**src/rtl/lsu_bus_sequencer.sv**
```systemverilog
// Memory-stage load/store sequencer: runs one RV32I load/store as one or two aligned word bus transactions.
// Latency: request accepted in IDLE, one FIRST (+ one SECOND if misaligned) state held until BusAck, then one DONE cycle.
// Backpressure: StallM holds the upstream pipeline until the final ack; bus outputs stay stable until BusAck.
module lsu_bus_sequencer #(
  parameter int ADDR_WIDTH = 32
) (
  input  logic                  CLK,
  input  logic                  RST,
  input  logic                  MemReadM,
  input  logic                  MemWriteM,
  input  logic [2:0]            StrobeM,
  input  logic [ADDR_WIDTH-1:0] AddrM,
  input  logic [31:0]           WriteDataM,
  output logic                  StallM,
  output logic [31:0]           ReadDataM,
  output logic                  BusReq,
  output logic                  BusWe,
  output logic [ADDR_WIDTH-1:0] BusAddr,
  output logic [31:0]           BusWData,
  output logic [3:0]            BusBE,
  input  logic [31:0]           BusRData,
  input  logic                  BusAck
);

  typedef enum logic [1:0] {
    S_IDLE   = 2'd0,
    S_FIRST  = 2'd1,
    S_SECOND = 2'd2,
    S_DONE   = 2'd3
  } state_t;

  state_t r_state;
  state_t w_state_nxt;

  // Registered bus side and load assembly state
  logic                  r_bus_req;
  logic                  r_bus_we;
  logic [ADDR_WIDTH-1:0] r_bus_addr;
  logic [31:0]           r_bus_wdata;
  logic [3:0]            r_bus_be;
  logic [31:0]           r_lo;
  logic [31:0]           r_rdata;

  // Next values for the bus registers and capture strobes
  logic                  w_req_nxt;
  logic                  w_we_nxt;
  logic [ADDR_WIDTH-1:0] w_addr_nxt;
  logic [31:0]           w_wdata_nxt;
  logic [3:0]            w_be_nxt;
  logic                  w_ld_lo;
  logic                  w_ld_rdata;
  logic                  w_stall;

  // Lane arithmetic derived from the (stall-held) request inputs
  logic                  w_access;
  logic [1:0]            w_off;
  logic [4:0]            w_shamt;
  logic [3:0]            w_mask_n;
  logic [7:0]            w_mask8;
  logic                  w_split;
  logic [ADDR_WIDTH-1:0] w_word_addr;
  logic [63:0]           w_wdata64;
  logic [31:0]           w_lo;
  logic [31:0]           w_hi;
  logic [31:0]           w_raw;
  logic [31:0]           w_ext;

  assign w_access    = MemReadM | MemWriteM;
  assign w_off       = AddrM[1:0];
  assign w_shamt     = {w_off, 3'b000};
  assign w_word_addr = {AddrM[ADDR_WIDTH-1:2], 2'b00};
  assign w_wdata64   = {32'b0, WriteDataM} << w_shamt;
  assign w_mask8     = {4'b0000, w_mask_n} << w_off;
  // Any enabled byte beyond lane 3 means the access crosses into the next word
  assign w_split     = |w_mask8[7:4];

  // Byte mask for the access size; size 11 behaves as a word
  always_comb begin
    case (StrobeM[1:0])
      2'b00:   w_mask_n = 4'b0001;
      2'b01:   w_mask_n = 4'b0011;
      default: w_mask_n = 4'b1111;
    endcase
  end

  // The final ack of a split load supplies the upper word; a single ack supplies the lower word
  assign w_lo  = (r_state == S_SECOND) ? r_lo     : BusRData;
  assign w_hi  = (r_state == S_SECOND) ? BusRData : 32'b0;
  assign w_raw = 32'({w_hi, w_lo} >> w_shamt);

  // Keep the low n bytes and sign- or zero-extend from the top kept byte
  always_comb begin
    case (StrobeM[1:0])
      2'b00:   w_ext = {{24{w_raw[7]  & ~StrobeM[2]}}, w_raw[7:0]};
      2'b01:   w_ext = {{16{w_raw[15] & ~StrobeM[2]}}, w_raw[15:0]};
      default: w_ext = w_raw;
    endcase
  end

  // State register
  always_ff @(posedge CLK or posedge RST) begin
    if (RST) begin
      r_state <= S_IDLE;
    end else begin
      r_state <= w_state_nxt;
    end
  end

  // Next-state logic; acks outside FIRST/SECOND are ignored
  always_comb begin
    w_state_nxt = r_state;
    case (r_state)
      S_IDLE:   if (w_access) w_state_nxt = S_FIRST;
      S_FIRST:  if (BusAck)   w_state_nxt = w_split ? S_SECOND : S_DONE;
      S_SECOND: if (BusAck)   w_state_nxt = S_DONE;
      S_DONE:                 w_state_nxt = S_IDLE;
      default:                w_state_nxt = S_IDLE;
    endcase
  end

  // Outputs: stall, next bus register values, load capture strobes
  always_comb begin
    w_req_nxt   = r_bus_req;
    w_we_nxt    = r_bus_we;
    w_addr_nxt  = r_bus_addr;
    w_wdata_nxt = r_bus_wdata;
    w_be_nxt    = r_bus_be;
    w_ld_lo     = 1'b0;
    w_ld_rdata  = 1'b0;
    w_stall     = 1'b0;
    case (r_state)
      S_IDLE: begin
        w_stall = w_access;
        if (w_access) begin
          w_req_nxt   = 1'b1;
          w_we_nxt    = MemWriteM;
          w_addr_nxt  = w_word_addr;
          w_wdata_nxt = w_wdata64[31:0];
          w_be_nxt    = w_mask8[3:0];
        end
      end
      S_FIRST: begin
        w_stall = 1'b1;
        if (BusAck) begin
          w_ld_lo = ~r_bus_we;
          if (w_split) begin
            w_addr_nxt  = w_word_addr + ADDR_WIDTH'(4);
            w_wdata_nxt = w_wdata64[63:32];
            w_be_nxt    = w_mask8[7:4];
          end else begin
            w_ld_rdata  = ~r_bus_we;
            w_req_nxt   = 1'b0;
            w_we_nxt    = 1'b0;
            w_addr_nxt  = '0;
            w_wdata_nxt = '0;
            w_be_nxt    = '0;
          end
        end
      end
      S_SECOND: begin
        w_stall = 1'b1;
        if (BusAck) begin
          w_ld_rdata  = ~r_bus_we;
          w_req_nxt   = 1'b0;
          w_we_nxt    = 1'b0;
          w_addr_nxt  = '0;
          w_wdata_nxt = '0;
          w_be_nxt    = '0;
        end
      end
      default: begin
        w_req_nxt   = 1'b0;
        w_we_nxt    = 1'b0;
        w_addr_nxt  = '0;
        w_wdata_nxt = '0;
        w_be_nxt    = '0;
      end
    endcase
  end

  // Bus registers, lower-word capture and the load result register
  always_ff @(posedge CLK or posedge RST) begin
    if (RST) begin
      r_bus_req   <= 1'b0;
      r_bus_we    <= 1'b0;
      r_bus_addr  <= '0;
      r_bus_wdata <= '0;
      r_bus_be    <= '0;
      r_lo        <= '0;
      r_rdata     <= '0;
    end else begin
      r_bus_req   <= w_req_nxt;
      r_bus_we    <= w_we_nxt;
      r_bus_addr  <= w_addr_nxt;
      r_bus_wdata <= w_wdata_nxt;
      r_bus_be    <= w_be_nxt;
      if (w_ld_lo) begin
        r_lo <= BusRData;
      end
      if (w_ld_rdata) begin
        r_rdata <= w_ext;
      end
    end
  end

  // Stall is masked while reset is held so the pipeline never sees a stale request
  assign StallM    = w_stall & ~RST;
  assign ReadDataM = r_rdata;
  assign BusReq    = r_bus_req;
  assign BusWe     = r_bus_we;
  assign BusAddr   = r_bus_addr;
  assign BusWData  = r_bus_wdata;
  assign BusBE     = r_bus_be;

endmodule

```
**config.mk**
```make
export PLATFORM = sky130hd
export DESIGN_NAME = lsu_bus_sequencer
export DESIGN_NICKNAME = d
export VERILOG_FILES = /design/src/rtl/lsu_bus_sequencer.sv
export SDC_FILE = /design/constraint.sdc
export NUM_CORES = 1
export LEC_CHECK = 0
export BUFFER_PORTS_ARGS = -buffer_cell sky130_fd_sc_hd__buf_2
export CAP_MARGIN = 20
export CORE_AREA = 4 4 139 141
export DETAILED_ROUTE_END_ITERATION = 8
export DIE_AREA = 0 0 143 145
export PLACE_DENSITY = 0.71
export SYNTH_ARGS = -nofsm -noshare
export SYNTH_HDL_FRONTEND = slang
export SYNTH_SLANG_ARGS = --single-unit
export TNS_END_PERCENT = 1
```
**constraint.sdc**
```tcl
create_clock -name CLK -period 5.4 [get_ports CLK]
set_input_delay 0.81 -clock CLK [delete_from_list [all_inputs] [get_ports CLK]]
set_output_delay 0.81 -clock CLK [all_outputs]
set_load 0.005 [all_outputs]
```
==> flow_summary.ini <==
[status]
status = complete, no violations

[sta]
fin_ws_ns = 1.85
finClkSkew_ns = 0.00744
rsz0062_at_grt = no
worstMarginPinSlew_ns = 0.975
fmax_ghz = 0.282
fin_tns_setup_ns = 0
timing.final.crit_share = 0.657
holdWs_ns = 0.474
setup_viol = 0
slew_violations = 0
fin_crit_ns = 3.55
relSlewSlack = 0.346
hold_viol_final = 0

[routing]
drt-initial-drc-count = 578
ant_nets = 0
routedWlPerCell_um = 20.0
first_pass_iters = 6
via_count = 7494
vias_per_cell = 5.97
drc = 0
drt_wl_total_um = 25100

[cts]
cts_buffer_depth = 2
cts.hold.buffers_added = 0
cts_made_buffers = 17
root_buffer = clkbuf_16
path_clk_slew_ns = 0.06
cts_tree = yes
clk_latency_ns = 0.42
post-cts-setup-buffers = 0
htreeDepth = 4
cts_sinks = 134
cts.repair.resized = 0

[global_route]
grt_max_degree = 85
met3_usage = 0.0500
grtUsageMet1 = 0.320
gr-total-overflow = 0
antenna_found_initial = 4
grt.busiest_layer = met2
grt_usage = 0.236
grt_first_pass_wirelength_um = 39100
grt_pass1_vias = 7172
met2_usage = 0.380

[logic_synthesis]
yosysMostFrequentCell = dfrtp_1
ys_top_cells_by_count = dfrtp_1, nand2_1, nor2_1
syn_inst = 846
ys.warnings.count = 0
synth_flop_cell = dfrtp_1
syn_avg_cell_area_um2 = 9.62
ys_ff_latch = 134
yosysTopAreaCellShare = 0.412
synth_seq_area_share = 0.412
synthTopCellsByArea = dfrtp_1, mux2i_1, nand2_1
mappedNetlistArea_um2 = 8140
synth_top_area_cell = dfrtp_1
async_reset_ff_frac = 1.00
ys_types = 72
synth_edf_count = 0

[setup_path]
crit_path_end = BusAddr[11]$_DFFE_PP0P_
critical_path.reg2reg.endpoint = BusAddr[11]$_DFFE_PP0P_
cp_max_fo = 43
crit_type = in -> reg
cp.required_ns = 5.77
endpoint_kind = register
r2r_cells = 7
startpoint_type = primary input
critical_path_arrival_ns = 3.91
reg2reg_from = r_state[1]$_DFFE_PP0P_
startpoint = AddrM[1]
reg2reg_slack_ns = 2.22

[finish]
final_cell_area_um2 = 9780
layout.nets = 1121
area_growth_pct = 20.1
fill_cells = 1676
drive_above_1_share = 0.322

[placement]
placed_cell_area_um2 = 9170
port_buffers = 204
dp_slack_ns = 1.49
dp_hpwl_um = 17600
place.gp.congestion = 0.877

[power_and_ir_drop]
powerDensity_nw_per_um2 = 487
total_power_mw = 4.77
leakagePower_nw = 4.41
vdd_drop_max_mv = 0.286

[floorplan]
ios = 207
die_w_um = 143
core_um2 = 18000
initial_core_util = 0.453
rows = 49
fp.dieArea_um2 = 20700
die_h_um = 145

[job]
cap_violations = 0

[worst_hold_path]
hp-class = reg -> reg
kinds of logic after synthesis:
kind of cell    share of synthesized area
other cells                      0.000461
fa+ha+maj                         0.00768
mux                                 0.148
flops                               0.412
buf+inv                            0.0507
simple gates                        0.159
xor+xnor                          0.00753
compound gates                      0.215
placed cells by master, fill, tap and decap left out, types with 18 or more instances in the layout:
cell type  count
a22oi_1       19
nand3_1       18
a31oi_1       21
nor2_1        63
o21ai_0       52
mux2_2        36
buf_2        203
a21oi_1       58
dfrtp_1      134
nand2_1      119
mux2i_1       48
worst max-delay path, cell delays in order:
cell and delay, ns:
buf_2 0.66, nand3_1 0.27, a21boi_2 0.81, nand2_1 0.74
nor4_1 0.45, a211o_1 0.14
final cells by class:
type | count | area, um2 | area share
antenna | 2 | 5.00 | 0.000512
multi-input combinational | 631 | 4390 | 0.449
tap | 229 | 287 | 0.0293
clock buffer | 18 | 439 | 0.0449
inverter | 14 | 57.6 | 0.00589
clock inverter | 14 | 126 | 0.0129
sequential | 134 | 3350 | 0.343
timing repair buffer | 214 | 1120 | 0.114
worst min path at each step:
stage | from | end | slack [ns] | cells past startpoint
after global placement | BusBE[0]$_DFFE_PP0P_ | BusBE[0]$_DFFE_PP0P_ | 0.45 | 2
after global routing | BusWData[23]$_DFFE_PP0P_ | BusWData[23]$_DFFE_PP0P_ | 0.50 | 2
final | BusAddr[8]$_DFFE_PP0P_ | BusAddr[8]$_DFFE_PP0P_ | 0.47 | 2
after CTS | BusAddr[8]$_DFFE_PP0P_ | BusAddr[8]$_DFFE_PP0P_ | 0.48 | 2
after floorplan | BusBE[0]$_DFFE_PP0P_ | BusBE[0]$_DFFE_PP0P_ | 0.46 | 2
after detailed placement | BusAddr[8]$_DFFE_PP0P_ | BusAddr[8]$_DFFE_PP0P_ | 0.47 | 2
metrics by stage:
step / utilization / instances
final: 0.544 / 1256
after global routing: 0.544 / 1255
after CTS: 0.542 / 1251
after detailed placement: 0.510 / 1219
after global placement: 0.510 / 1219
after floorplan: - / 847
power by group:
part | internal [mW] | total, mW | switching (mW)
sequential | 1.42 | 1.68 | 0.263
clock | 0.648 | 1.12 | 0.474
combinational | 0.856 | 1.96 | 1.10
layer usage:
metal,share of wire,wire length (um)
met1,0.41,10400
met2,0.48,11900
met3,0.090,2250
met4,0.018,462
met5,0.0016,40
state kept, by name (all words and copies together) (netlist names):
| name | flops |
|---|---|
| r_lo | 32 |
| BusReq | 1 |
| BusWData | 32 |
| BusBE | 4 |
| BusAddr | 30 |
| r_state | 2 |
| ReadDataM | 32 |
| BusWe | 1 |
Power figures use the tool's default switching activity.
